--- config.mk ---
export PLATFORM = sky130hd
export DESIGN_NAME = unidade_controle_rodadas_flat
export DESIGN_NICKNAME = d
export VERILOG_FILES = /design/src/rtl/unidade_controle_rodadas_pkg.sv /design/src/rtl/unidade_controle_rodadas_if.sv /design/src/rtl/unidade_controle_rodadas_contador_timeout.sv /design/src/rtl/unidade_controle_rodadas.sv /design/src/flat_wrapper.sv
export SDC_FILE = /design/constraint.sdc
export NUM_CORES = 1
export LEC_CHECK = 0
export CORE_ASPECT_RATIO = 0.6
export CORE_MARGIN = 2
export CORE_UTILIZATION = 45
export DETAILED_ROUTE_END_ITERATION = 8
export PLACE_DENSITY = 0.82
export SETUP_SLACK_MARGIN = 0.3
export SYNTH_ARGS = -nofsm -noshare
export SYNTH_HDL_FRONTEND = slang
export SYNTH_SLANG_ARGS = --single-unit
export TNS_END_PERCENT = 30
--- constraint.sdc ---
create_clock -name clock -period 1.7 [get_ports clock]
set_input_delay 0.255 -clock clock [delete_from_list [all_inputs] [get_ports clock]]
set_output_delay 0.255 -clock clock [all_outputs]
set_load 0.005 [all_outputs]
--- src/rtl/unidade_controle_rodadas_pkg.sv ---
// Shared definitions for the multi-round game controller:
// state codes, the illegal-state code and width helpers.
package unidade_controle_rodadas_pkg;

    typedef enum logic [4:0] {
        INICIAL         = 5'd0,
        RESETA_TUDO     = 5'd1,
        PREPARA_JOGO    = 5'd2,
        ARMAZENA_JOGO   = 5'd3,
        PREPARA_NOITE   = 5'd5,
        PROXIMO_JOGADOR = 5'd6,
        TURNO_NOITE     = 5'd7,
        DELAY_NOITE     = 5'd9,
        BUSCA_JOGADOR   = 5'd10,
        RESOLVE_NOITE   = 5'd11,
        CHECA_NOITE     = 5'd12,
        DIA             = 5'd13,
        VOTACAO         = 5'd14,
        RESOLVE_DIA     = 5'd15,
        CHECA_DIA       = 5'd16,
        FIM_JOGO        = 5'd17
    } estado_t;

    localparam logic [4:0] ESTADO_ERRO = 5'b11111;

    // clog2 with a floor of one bit, so tiny ranges still get a vector
    function automatic int largura(input int n);
        return (n <= 2) ? 1 : $clog2(n);
    endfunction

endpackage

--- src/rtl/unidade_controle_rodadas_if.sv ---
// Handshake and status bundle between the button front-end,
// the game datapath and the round controller.
interface unidade_controle_rodadas_if
    import unidade_controle_rodadas_pkg::*;
#(
    parameter int N_JOGADORES = 8,
    parameter int MAX_RODADAS = 15
);
    localparam int JW = largura(N_JOGADORES);
    localparam int RW = largura(MAX_RODADAS + 1);

    logic                   jogar;
    logic                   passa;
    logic [N_JOGADORES-1:0] vivo;
    logic                   vitoria_lobos;
    logic                   vitoria_aldeia;

    logic                   rst_global;
    logic                   zera_CS;
    logic                   inc_seed;
    logic                   e_seed_reg;
    logic                   mostra_classe;
    logic                   processar_acao;
    logic                   mostra_dia;
    logic                   habilita_voto;
    logic                   aplica_noite;
    logic                   aplica_votacao;
    logic                   timeout;
    logic                   fim_jogo;
    logic [JW-1:0]          jogador_atual;
    logic [RW-1:0]          rodada;
    logic [4:0]             db_estado;

    modport master (
        output jogar, passa, vivo, vitoria_lobos, vitoria_aldeia,
        input  rst_global, zera_CS, inc_seed, e_seed_reg,
        input  mostra_classe, processar_acao, mostra_dia, habilita_voto,
        input  aplica_noite, aplica_votacao, timeout, fim_jogo,
        input  jogador_atual, rodada, db_estado
    );

    modport slave (
        input  jogar, passa, vivo, vitoria_lobos, vitoria_aldeia,
        output rst_global, zera_CS, inc_seed, e_seed_reg,
        output mostra_classe, processar_acao, mostra_dia, habilita_voto,
        output aplica_noite, aplica_votacao, timeout, fim_jogo,
        output jogador_atual, rodada, db_estado
    );

endinterface

--- src/rtl/unidade_controle_rodadas_contador_timeout.sv ---
// Per-turn timeout: loaded on entry to a waiting state, counts down
// while enabled and flags expiry on the last allowed cycle.
module contador_timeout
    import unidade_controle_rodadas_pkg::*;
#(
    parameter int TIMEOUT_CICLOS = 1000
) (
    input  logic clock,
    input  logic reset,
    input  logic i_limpa,
    input  logic i_habilita,
    output logic o_expira
);
    localparam int CW = largura(TIMEOUT_CICLOS + 1);
    localparam int CARGA_INT = (TIMEOUT_CICLOS > 0) ? TIMEOUT_CICLOS - 1 : 0;
    localparam logic [CW-1:0] CARGA = CW'(CARGA_INT);

    logic [CW-1:0] r_conta;

    // reload on clear, otherwise count down to zero and hold there
    always_ff @(posedge clock or negedge reset) begin
        if (!reset) begin
            r_conta <= '0;
        end else if (i_limpa) begin
            r_conta <= CARGA;
        end else if (i_habilita && (r_conta != '0)) begin
            r_conta <= r_conta - 1'b1;
        end
    end

    // a zero limit means the wait never expires
    assign o_expira = (TIMEOUT_CICLOS != 0) && i_habilita && (r_conta == '0);

endmodule

--- src/rtl/unidade_controle_rodadas.sv ---
// Multi-round match controller: seed capture, then night turns and
// day votes with dead-player skipping, round count and turn timeout.
module unidade_controle_rodadas
    import unidade_controle_rodadas_pkg::*;
#(
    parameter int N_JOGADORES    = 8,
    parameter int TIMEOUT_CICLOS = 1000,
    parameter int MAX_RODADAS    = 15
) (
    input  logic                        clock,
    input  logic                        reset,
    unidade_controle_rodadas_if.slave   bus
);
    localparam int JW = largura(N_JOGADORES);
    localparam int RW = largura(MAX_RODADAS + 1);
    localparam logic [JW-1:0] ULTIMO = JW'(N_JOGADORES - 1);
    localparam logic [RW-1:0] R_MAX  = RW'(MAX_RODADAS);

    estado_t       r_estado;
    estado_t       w_prox;
    logic [JW-1:0] r_jogador;
    logic [RW-1:0] r_rodada;

    logic w_ultimo;
    logic w_vivo_atual;
    logic w_vence;
    logic w_espera;
    logic w_limpa;
    logic w_expira;
    logic [4:0] w_db;

    logic w_rst_global;
    logic w_zera_cs;
    logic w_inc_seed;
    logic w_e_seed;
    logic w_noite;
    logic w_mostra_dia;
    logic w_hab_voto;
    logic w_aplica_noite;
    logic w_aplica_voto;
    logic w_fim;

    assign w_ultimo     = (r_jogador == ULTIMO);
    assign w_vivo_atual = bus.vivo[r_jogador];
    assign w_vence      = bus.vitoria_lobos | bus.vitoria_aldeia;
    assign w_espera     = (r_estado == TURNO_NOITE) || (r_estado == VOTACAO);
    assign w_limpa      = ((r_estado == DELAY_NOITE) || (r_estado == DIA))
                          && bus.passa;

    contador_timeout #(
        .TIMEOUT_CICLOS (TIMEOUT_CICLOS)
    ) u_contador (
        .clock      (clock),
        .reset      (reset),
        .i_limpa    (w_limpa),
        .i_habilita (w_espera),
        .o_expira   (w_expira)
    );

    // state register
    always_ff @(posedge clock or negedge reset) begin
        if (!reset) begin
            r_estado <= INICIAL;
        end else begin
            r_estado <= w_prox;
        end
    end

    // next-state logic; unknown codes fall back to INICIAL
    always_comb begin
        w_prox = r_estado;
        case (r_estado)
            INICIAL:         if (bus.jogar) w_prox = RESETA_TUDO;
            RESETA_TUDO:     w_prox = PREPARA_JOGO;
            PREPARA_JOGO:    if (bus.passa) w_prox = ARMAZENA_JOGO;
            ARMAZENA_JOGO:   w_prox = PREPARA_NOITE;
            PREPARA_NOITE:   w_prox = BUSCA_JOGADOR;
            BUSCA_JOGADOR: begin
                if (w_vivo_atual)  w_prox = DELAY_NOITE;
                else if (w_ultimo) w_prox = RESOLVE_NOITE;
            end
            DELAY_NOITE:     if (bus.passa) w_prox = TURNO_NOITE;
            TURNO_NOITE:     if (bus.passa || w_expira) w_prox = PROXIMO_JOGADOR;
            PROXIMO_JOGADOR: w_prox = w_ultimo ? RESOLVE_NOITE : BUSCA_JOGADOR;
            RESOLVE_NOITE:   w_prox = CHECA_NOITE;
            CHECA_NOITE:     w_prox = w_vence ? FIM_JOGO : DIA;
            DIA:             if (bus.passa) w_prox = VOTACAO;
            VOTACAO:         if (bus.passa || w_expira) w_prox = RESOLVE_DIA;
            RESOLVE_DIA:     w_prox = CHECA_DIA;
            CHECA_DIA:       w_prox = w_vence ? FIM_JOGO : PREPARA_NOITE;
            FIM_JOGO:        if (bus.jogar) w_prox = RESETA_TUDO;
            default:         w_prox = INICIAL;
        endcase
    end

    // player index and round counter updates
    always_ff @(posedge clock or negedge reset) begin
        if (!reset) begin
            r_jogador <= '0;
            r_rodada  <= '0;
        end else begin
            case (r_estado)
                RESETA_TUDO: r_rodada <= '0;
                PREPARA_NOITE: begin
                    r_jogador <= '0;
                    if (r_rodada < R_MAX) r_rodada <= r_rodada + 1'b1;
                end
                BUSCA_JOGADOR:
                    if (!w_vivo_atual && !w_ultimo) r_jogador <= r_jogador + 1'b1;
                PROXIMO_JOGADOR:
                    if (!w_ultimo) r_jogador <= r_jogador + 1'b1;
                default: ;
            endcase
        end
    end

    // Moore strobes decoded from the current state
    always_comb begin
        w_rst_global   = 1'b0;
        w_zera_cs      = 1'b0;
        w_inc_seed     = 1'b0;
        w_e_seed       = 1'b0;
        w_noite        = 1'b0;
        w_mostra_dia   = 1'b0;
        w_hab_voto     = 1'b0;
        w_aplica_noite = 1'b0;
        w_aplica_voto  = 1'b0;
        w_fim          = 1'b0;
        case (r_estado)
            INICIAL, RESETA_TUDO: begin
                w_rst_global = 1'b1;
                w_zera_cs    = 1'b1;
            end
            PREPARA_JOGO:  w_inc_seed     = 1'b1;
            ARMAZENA_JOGO: w_e_seed       = 1'b1;
            TURNO_NOITE:   w_noite        = 1'b1;
            DIA:           w_mostra_dia   = 1'b1;
            VOTACAO:       w_hab_voto     = 1'b1;
            RESOLVE_NOITE: w_aplica_noite = 1'b1;
            RESOLVE_DIA:   w_aplica_voto  = 1'b1;
            FIM_JOGO:      w_fim          = 1'b1;
            default: ;
        endcase
    end

    // debug state code, flagging anything outside the legal set
    always_comb begin
        w_db = ESTADO_ERRO;
        case (r_estado)
            INICIAL, RESETA_TUDO, PREPARA_JOGO, ARMAZENA_JOGO,
            PREPARA_NOITE, PROXIMO_JOGADOR, TURNO_NOITE, DELAY_NOITE,
            BUSCA_JOGADOR, RESOLVE_NOITE, CHECA_NOITE, DIA,
            VOTACAO, RESOLVE_DIA, CHECA_DIA, FIM_JOGO:
                w_db = r_estado;
            default: w_db = ESTADO_ERRO;
        endcase
    end

    assign bus.rst_global     = w_rst_global;
    assign bus.zera_CS        = w_zera_cs;
    assign bus.inc_seed       = w_inc_seed;
    assign bus.e_seed_reg     = w_e_seed;
    assign bus.mostra_classe  = w_noite;
    assign bus.processar_acao = w_noite;
    assign bus.mostra_dia     = w_mostra_dia;
    assign bus.habilita_voto  = w_hab_voto;
    assign bus.aplica_noite   = w_aplica_noite;
    assign bus.aplica_votacao = w_aplica_voto;
    assign bus.timeout        = w_espera && w_expira && !bus.passa;
    assign bus.fim_jogo       = w_fim;
    assign bus.jogador_atual  = r_jogador;
    assign bus.rodada         = r_rodada;
    assign bus.db_estado      = w_db;

endmodule

--- src/flat_wrapper.sv ---
// flat-port wrapper written by rule: the top's interface ports become plain ports
module unidade_controle_rodadas_flat import unidade_controle_rodadas_pkg::*;
#(
    parameter int N_JOGADORES    = 8,
    parameter int TIMEOUT_CICLOS = 1000,
    parameter int MAX_RODADAS    = 15
)
  (clock, reset, bus_jogar, bus_passa, bus_vivo, bus_vitoria_lobos, bus_vitoria_aldeia, bus_rst_global, bus_zera_CS, bus_inc_seed, bus_e_seed_reg, bus_mostra_classe, bus_processar_acao, bus_mostra_dia, bus_habilita_voto, bus_aplica_noite, bus_aplica_votacao, bus_timeout, bus_fim_jogo, bus_jogador_atual, bus_rodada, bus_db_estado);
  unidade_controle_rodadas_if #(.N_JOGADORES(N_JOGADORES), .MAX_RODADAS(MAX_RODADAS)) bus_i ();
  input  logic clock;
  input  logic reset;
  input wire logic [$bits(bus_i.jogar)-1:0] bus_jogar;
  input wire logic [$bits(bus_i.passa)-1:0] bus_passa;
  input wire logic [$bits(bus_i.vivo)-1:0] bus_vivo;
  input wire logic [$bits(bus_i.vitoria_lobos)-1:0] bus_vitoria_lobos;
  input wire logic [$bits(bus_i.vitoria_aldeia)-1:0] bus_vitoria_aldeia;
  output wire logic [$bits(bus_i.rst_global)-1:0] bus_rst_global;
  output wire logic [$bits(bus_i.zera_CS)-1:0] bus_zera_CS;
  output wire logic [$bits(bus_i.inc_seed)-1:0] bus_inc_seed;
  output wire logic [$bits(bus_i.e_seed_reg)-1:0] bus_e_seed_reg;
  output wire logic [$bits(bus_i.mostra_classe)-1:0] bus_mostra_classe;
  output wire logic [$bits(bus_i.processar_acao)-1:0] bus_processar_acao;
  output wire logic [$bits(bus_i.mostra_dia)-1:0] bus_mostra_dia;
  output wire logic [$bits(bus_i.habilita_voto)-1:0] bus_habilita_voto;
  output wire logic [$bits(bus_i.aplica_noite)-1:0] bus_aplica_noite;
  output wire logic [$bits(bus_i.aplica_votacao)-1:0] bus_aplica_votacao;
  output wire logic [$bits(bus_i.timeout)-1:0] bus_timeout;
  output wire logic [$bits(bus_i.fim_jogo)-1:0] bus_fim_jogo;
  output wire logic [$bits(bus_i.jogador_atual)-1:0] bus_jogador_atual;
  output wire logic [$bits(bus_i.rodada)-1:0] bus_rodada;
  output wire logic [$bits(bus_i.db_estado)-1:0] bus_db_estado;
  assign bus_i.jogar = bus_jogar;
  assign bus_i.passa = bus_passa;
  assign bus_i.vivo = bus_vivo;
  assign bus_i.vitoria_lobos = bus_vitoria_lobos;
  assign bus_i.vitoria_aldeia = bus_vitoria_aldeia;
  assign bus_rst_global = bus_i.rst_global;
  assign bus_zera_CS = bus_i.zera_CS;
  assign bus_inc_seed = bus_i.inc_seed;
  assign bus_e_seed_reg = bus_i.e_seed_reg;
  assign bus_mostra_classe = bus_i.mostra_classe;
  assign bus_processar_acao = bus_i.processar_acao;
  assign bus_mostra_dia = bus_i.mostra_dia;
  assign bus_habilita_voto = bus_i.habilita_voto;
  assign bus_aplica_noite = bus_i.aplica_noite;
  assign bus_aplica_votacao = bus_i.aplica_votacao;
  assign bus_timeout = bus_i.timeout;
  assign bus_fim_jogo = bus_i.fim_jogo;
  assign bus_jogador_atual = bus_i.jogador_atual;
  assign bus_rodada = bus_i.rodada;
  assign bus_db_estado = bus_i.db_estado;
  unidade_controle_rodadas #(.N_JOGADORES(N_JOGADORES), .TIMEOUT_CICLOS(TIMEOUT_CICLOS), .MAX_RODADAS(MAX_RODADAS)) u_core (.clock(clock), .reset(reset), .bus(bus_i));
endmodule
==> key figures <==
Outcome
  – Run status: finished, violations left
  – Failing checks: negative setup slack

Clock network
  – Maximum clock path buffer count: 2
  – Root buffer cell: clkbuf_8
  – CTS Hold Bufs: 0
  – CTS H-tree lvls: 1
  – CTS tree: yes
  – Clock latency on the worst-skew pair: 0.28 ns
  – Sink Count: 22
  – Worst-path clk slew: 0.10 ns
  – CTS buffer count: 3

Setup path
  – Worst path cell trace: buf_6 -> or4b_4 -> a211oi_4 -> a211oi_4 -> o21ai_2 -> buf_4 -> mux2i_1
  – CP Buf/Inv Count: 2
  – Crit path DAT: 2.35 ns
  – CP delay by family, top: flip-flops
  – Worst setup path end: u_core.r_estado[0]
  – Reg2Reg Depth: 7
  – R2r endpoint: u_core.r_estado[0]
  – Critical path type: flip-flop to flip-flop
  – Maximum fanout along the worst path: 4
  – CP peak stage delay: 0.51 ns
  – Worst R2R Setup Slack: -0.45 ns
  – Critical Path Most Common Cell: a211oi_4
  – Worst setup path start: u_core.r_estado[2]
  – Critical-path top delay cell: dfrtp_2
  – CP Capture Type: flip-flop
  – WP data required: 1.90 ns
  – Critical Path Stages: 7
  – Critical Path Start Type: flip-flop
  – R2R Path Start: u_core.r_estado[2]

Die
  – Die area: 4184 sq um
  – I/O pin count: 38
  – Initial Utilization: 48.78%
  – Die Y: 50.91 um
  – Die W: 82.18 um
  – Core area: 3383 sq um
  – Num rows: 16

Timing
  – Rel. slew slack: 59.02%
  – RSZ-0062 raised after global routing: true
  – Hold slack: 0.3415 ns
  – Setup-failing EPs final: 31
  – Slew @ Worst Pin: 0.6101 ns
  – Hold Vio Cnt, Final: 0
  – PnR worst setup slack: -0.4482 ns
  – Final worst-path cycle share: 126.4%
  – FMAX: 0.4655 GHz
  – Post-layout minimum cycle time: 2.148 ns
  – Fin Clk Skew: 0.01348 ns
  – Slew Limit Fails: 0

Pwr
  – Pwr/cell area: 1930 nW/um^2
  – Switching power: 2.699 mW
  – Clock power frac: 7.0%
  – Int Pwr: 3.052 mW
  – Peak supply drop: 1.294 mV
  – PnR Total Power: 5.751 mW
  – Power share of the sequential group: 17.0%
  – Net Sw Frac: 46.93%
  – Combinational Power Share: 76.0%
  – Leakage power: 1.348 nW

GRT
  – Total gr overflow: 0
  – Vias in the first global route: 1999
  – Initial antenna violation count: 0
  – First-pass GRT wire length: 10.32 mm
  – Pin count of the biggest net entering global routing: 23
  – GRT Total Usage: 33.79%

Drt
  – Final WL: 8.429 mm
  – Via density: 6.536
  – TritonRoute pass-1 iters: 5
  – Vias post-DR: 2294
  – Post-DRT Antenna Nets: 0
  – DRC: 0
  – Wirelength per Cell: 24.01 um
  – DR iter-0 viols: 325

Layout
  – Nets: 326
  – Fill cell count: 154
  – Area growth syn-to-layout: 80.59%
  – Design Area, Final: 2980 sq um
  – N_diodes: 0
  – Layout cells sized above 1: 52.94%
  – Post-Layout Cell Count: 351

Placed design
  – HPWL after DPL: 3.660 mm
  – Placed Instances: 315
  – Post-DP Area: 2417 sq um
  – IO Port Bufs: 37
  – Gp weighted congestion: 0.8167

Synthesis
  – Syn Area/Cell: 8.377 sq um
  – Syn. warnings: 0
  – Seq/Total Area, Yosys: 33.36%
  – Mapped Nets: 216
  – Number of synthesized flops with an enable pin: 0
  – Yosys reg bits: 22
  – Synthesized instance count: 197
  – Yosys cell types: 45
  – Main synth FF type: dfrtp_1
  – Async SR Flop Fraction: 100.0%
  – Mapped Area: 1650 sq um

Job
  – Max-cap violations: 0

Worst hold path
  – Hold Crit Class: input port to asynchronous set/reset pin
## repair_timing
item,in CTS,in global routing
buffers inserted,23,9
resized for setup,122,41
pin swaps,21,17
endpoints found under the setup margin,46,40
## cell families after synthesis
group / after synthesis / synth area share [%]
AO/OA/AOI/OAI: 34 / 12.74
XOR/XNOR: 10 / 5.307
adder cells (fa/ha/maj): 5 / 3.791
buffers and inverters: 23 / 6.141
flip-flops: 22 / 33.36
multiplexers: 13 / 9.250
AND/OR/NAND/NOR: 90 / 29.42
## layout by cell type (no fill, tap or decap), types with 6 or more instances in the layout
cell type and count:
dfrtp_2 7, dfrtp_1 15, a21oi_1 9, inv_1 8, mux2i_1 10, dlygate4sd2_1 6, buf_6 20, nor2_1 9
o21ai_0 7, clkdlybuf4s50_1 14, buf_4 59, nand2_1 21, buf_2 16, nor3_2 6, xor2_1 6, nand3_1 6
## worst register-to-register path: cells and delay by family, from the launching register on
family	cells	cell delay [ns]
compound gates	3	0.48
buf+inv	2	0.37
flops	1	0.51
mux	1	0.20
simple gates	1	0.50
## metrics by stage
step | setup WS, ns | util, % | setup TNS (ns)
global route | -0.4991 | 88.09 | -7.885
detailed placement | -0.3882 | 71.45 | -4.205
finish | -0.4482 | 88.09 | -6.846
CTS | -0.2555 | 81.77 | -2.802
floorplan | -0.06924 | - | -0.1385
global placement | -0.2832 | 71.45 | -3.258
## sequential cells by signal, indices dropped and copies added (netlist names)
| register | count |
|---|---|
| u_core.bus.rodada | 4 |
| u_core.r_estado | 5 |
| u_core.u_contador.r_conta | 10 |
| u_core.bus.jogador_atual | 3 |
## cells in the mapped netlist, types with 5 or more instances
master	instances	area (sq um)
o21ai_0	10	50.05
nor2_1	16	60.06
buf_2	6	30.03
nor3_1	13	65.06
ha_1	5	62.56
dfrtp_1	22	550.5
inv_1	11	41.29
nand2_1	26	97.59
nand3_1	9	45.04
mux2i_1	10	100.1
xor2_1	6	52.55
a21oi_1	12	60.06
## worst min-delay path by stage
stage	slack (ns)	end	startpoint	depth (start not counted)
after global routing	0.41	u_core.u_contador.r_conta[1]	reset	2
after CTS	0.35	u_core.u_contador.r_conta[4]	reset	2
after floorplan	-0.04	u_core.bus.jogador_atual[0]	reset	0
after global placement	0.51	u_core.u_contador.r_conta[9]	u_core.u_contador.r_conta[9]	2
after detailed placement	0.53	u_core.u_contador.r_conta[9]	u_core.u_contador.r_conta[9]	2
final	0.34	u_core.u_contador.r_conta[1]	reset	2
## power groups by stage
| stage | registers, mW | logic (mW) | clock network [mW] |
|---|---|---|---|
| finish | 0.976 | 4.37 | 0.405 |
| global route | 0.976 | 4.51 | 0.417 |
| CTS | 0.894 | 3.40 | 0.391 |
| detailed placement | 0.905 | 2.79 | 0 |
| global placement | 0.892 | 2.71 | 0 |
| floorplan | 0.858 | 1.53 | 0 |
## routing by layer
metal  track usage (%)  wire, um
met1             42.59      3141
met4             17.22       635
met5                 0         0
met2             53.23      3382
met3             9.011      1269
## final cells by class
| cell class | count | area [sq um] | share of cell area, % |
|---|---|---|---|
| clock buffers | 4 | 55.05 | 1.847 |
| inverters | 11 | 43.79 | 1.469 |
| multi-input cells | 152 | 1290 | 43.28 |
| flip-flops and latches | 22 | 559.3 | 18.77 |
| well taps | 45 | 56.30 | 1.889 |
| repair buffers | 117 | 975.9 | 32.75 |
(Power assumes the default switching activity.)
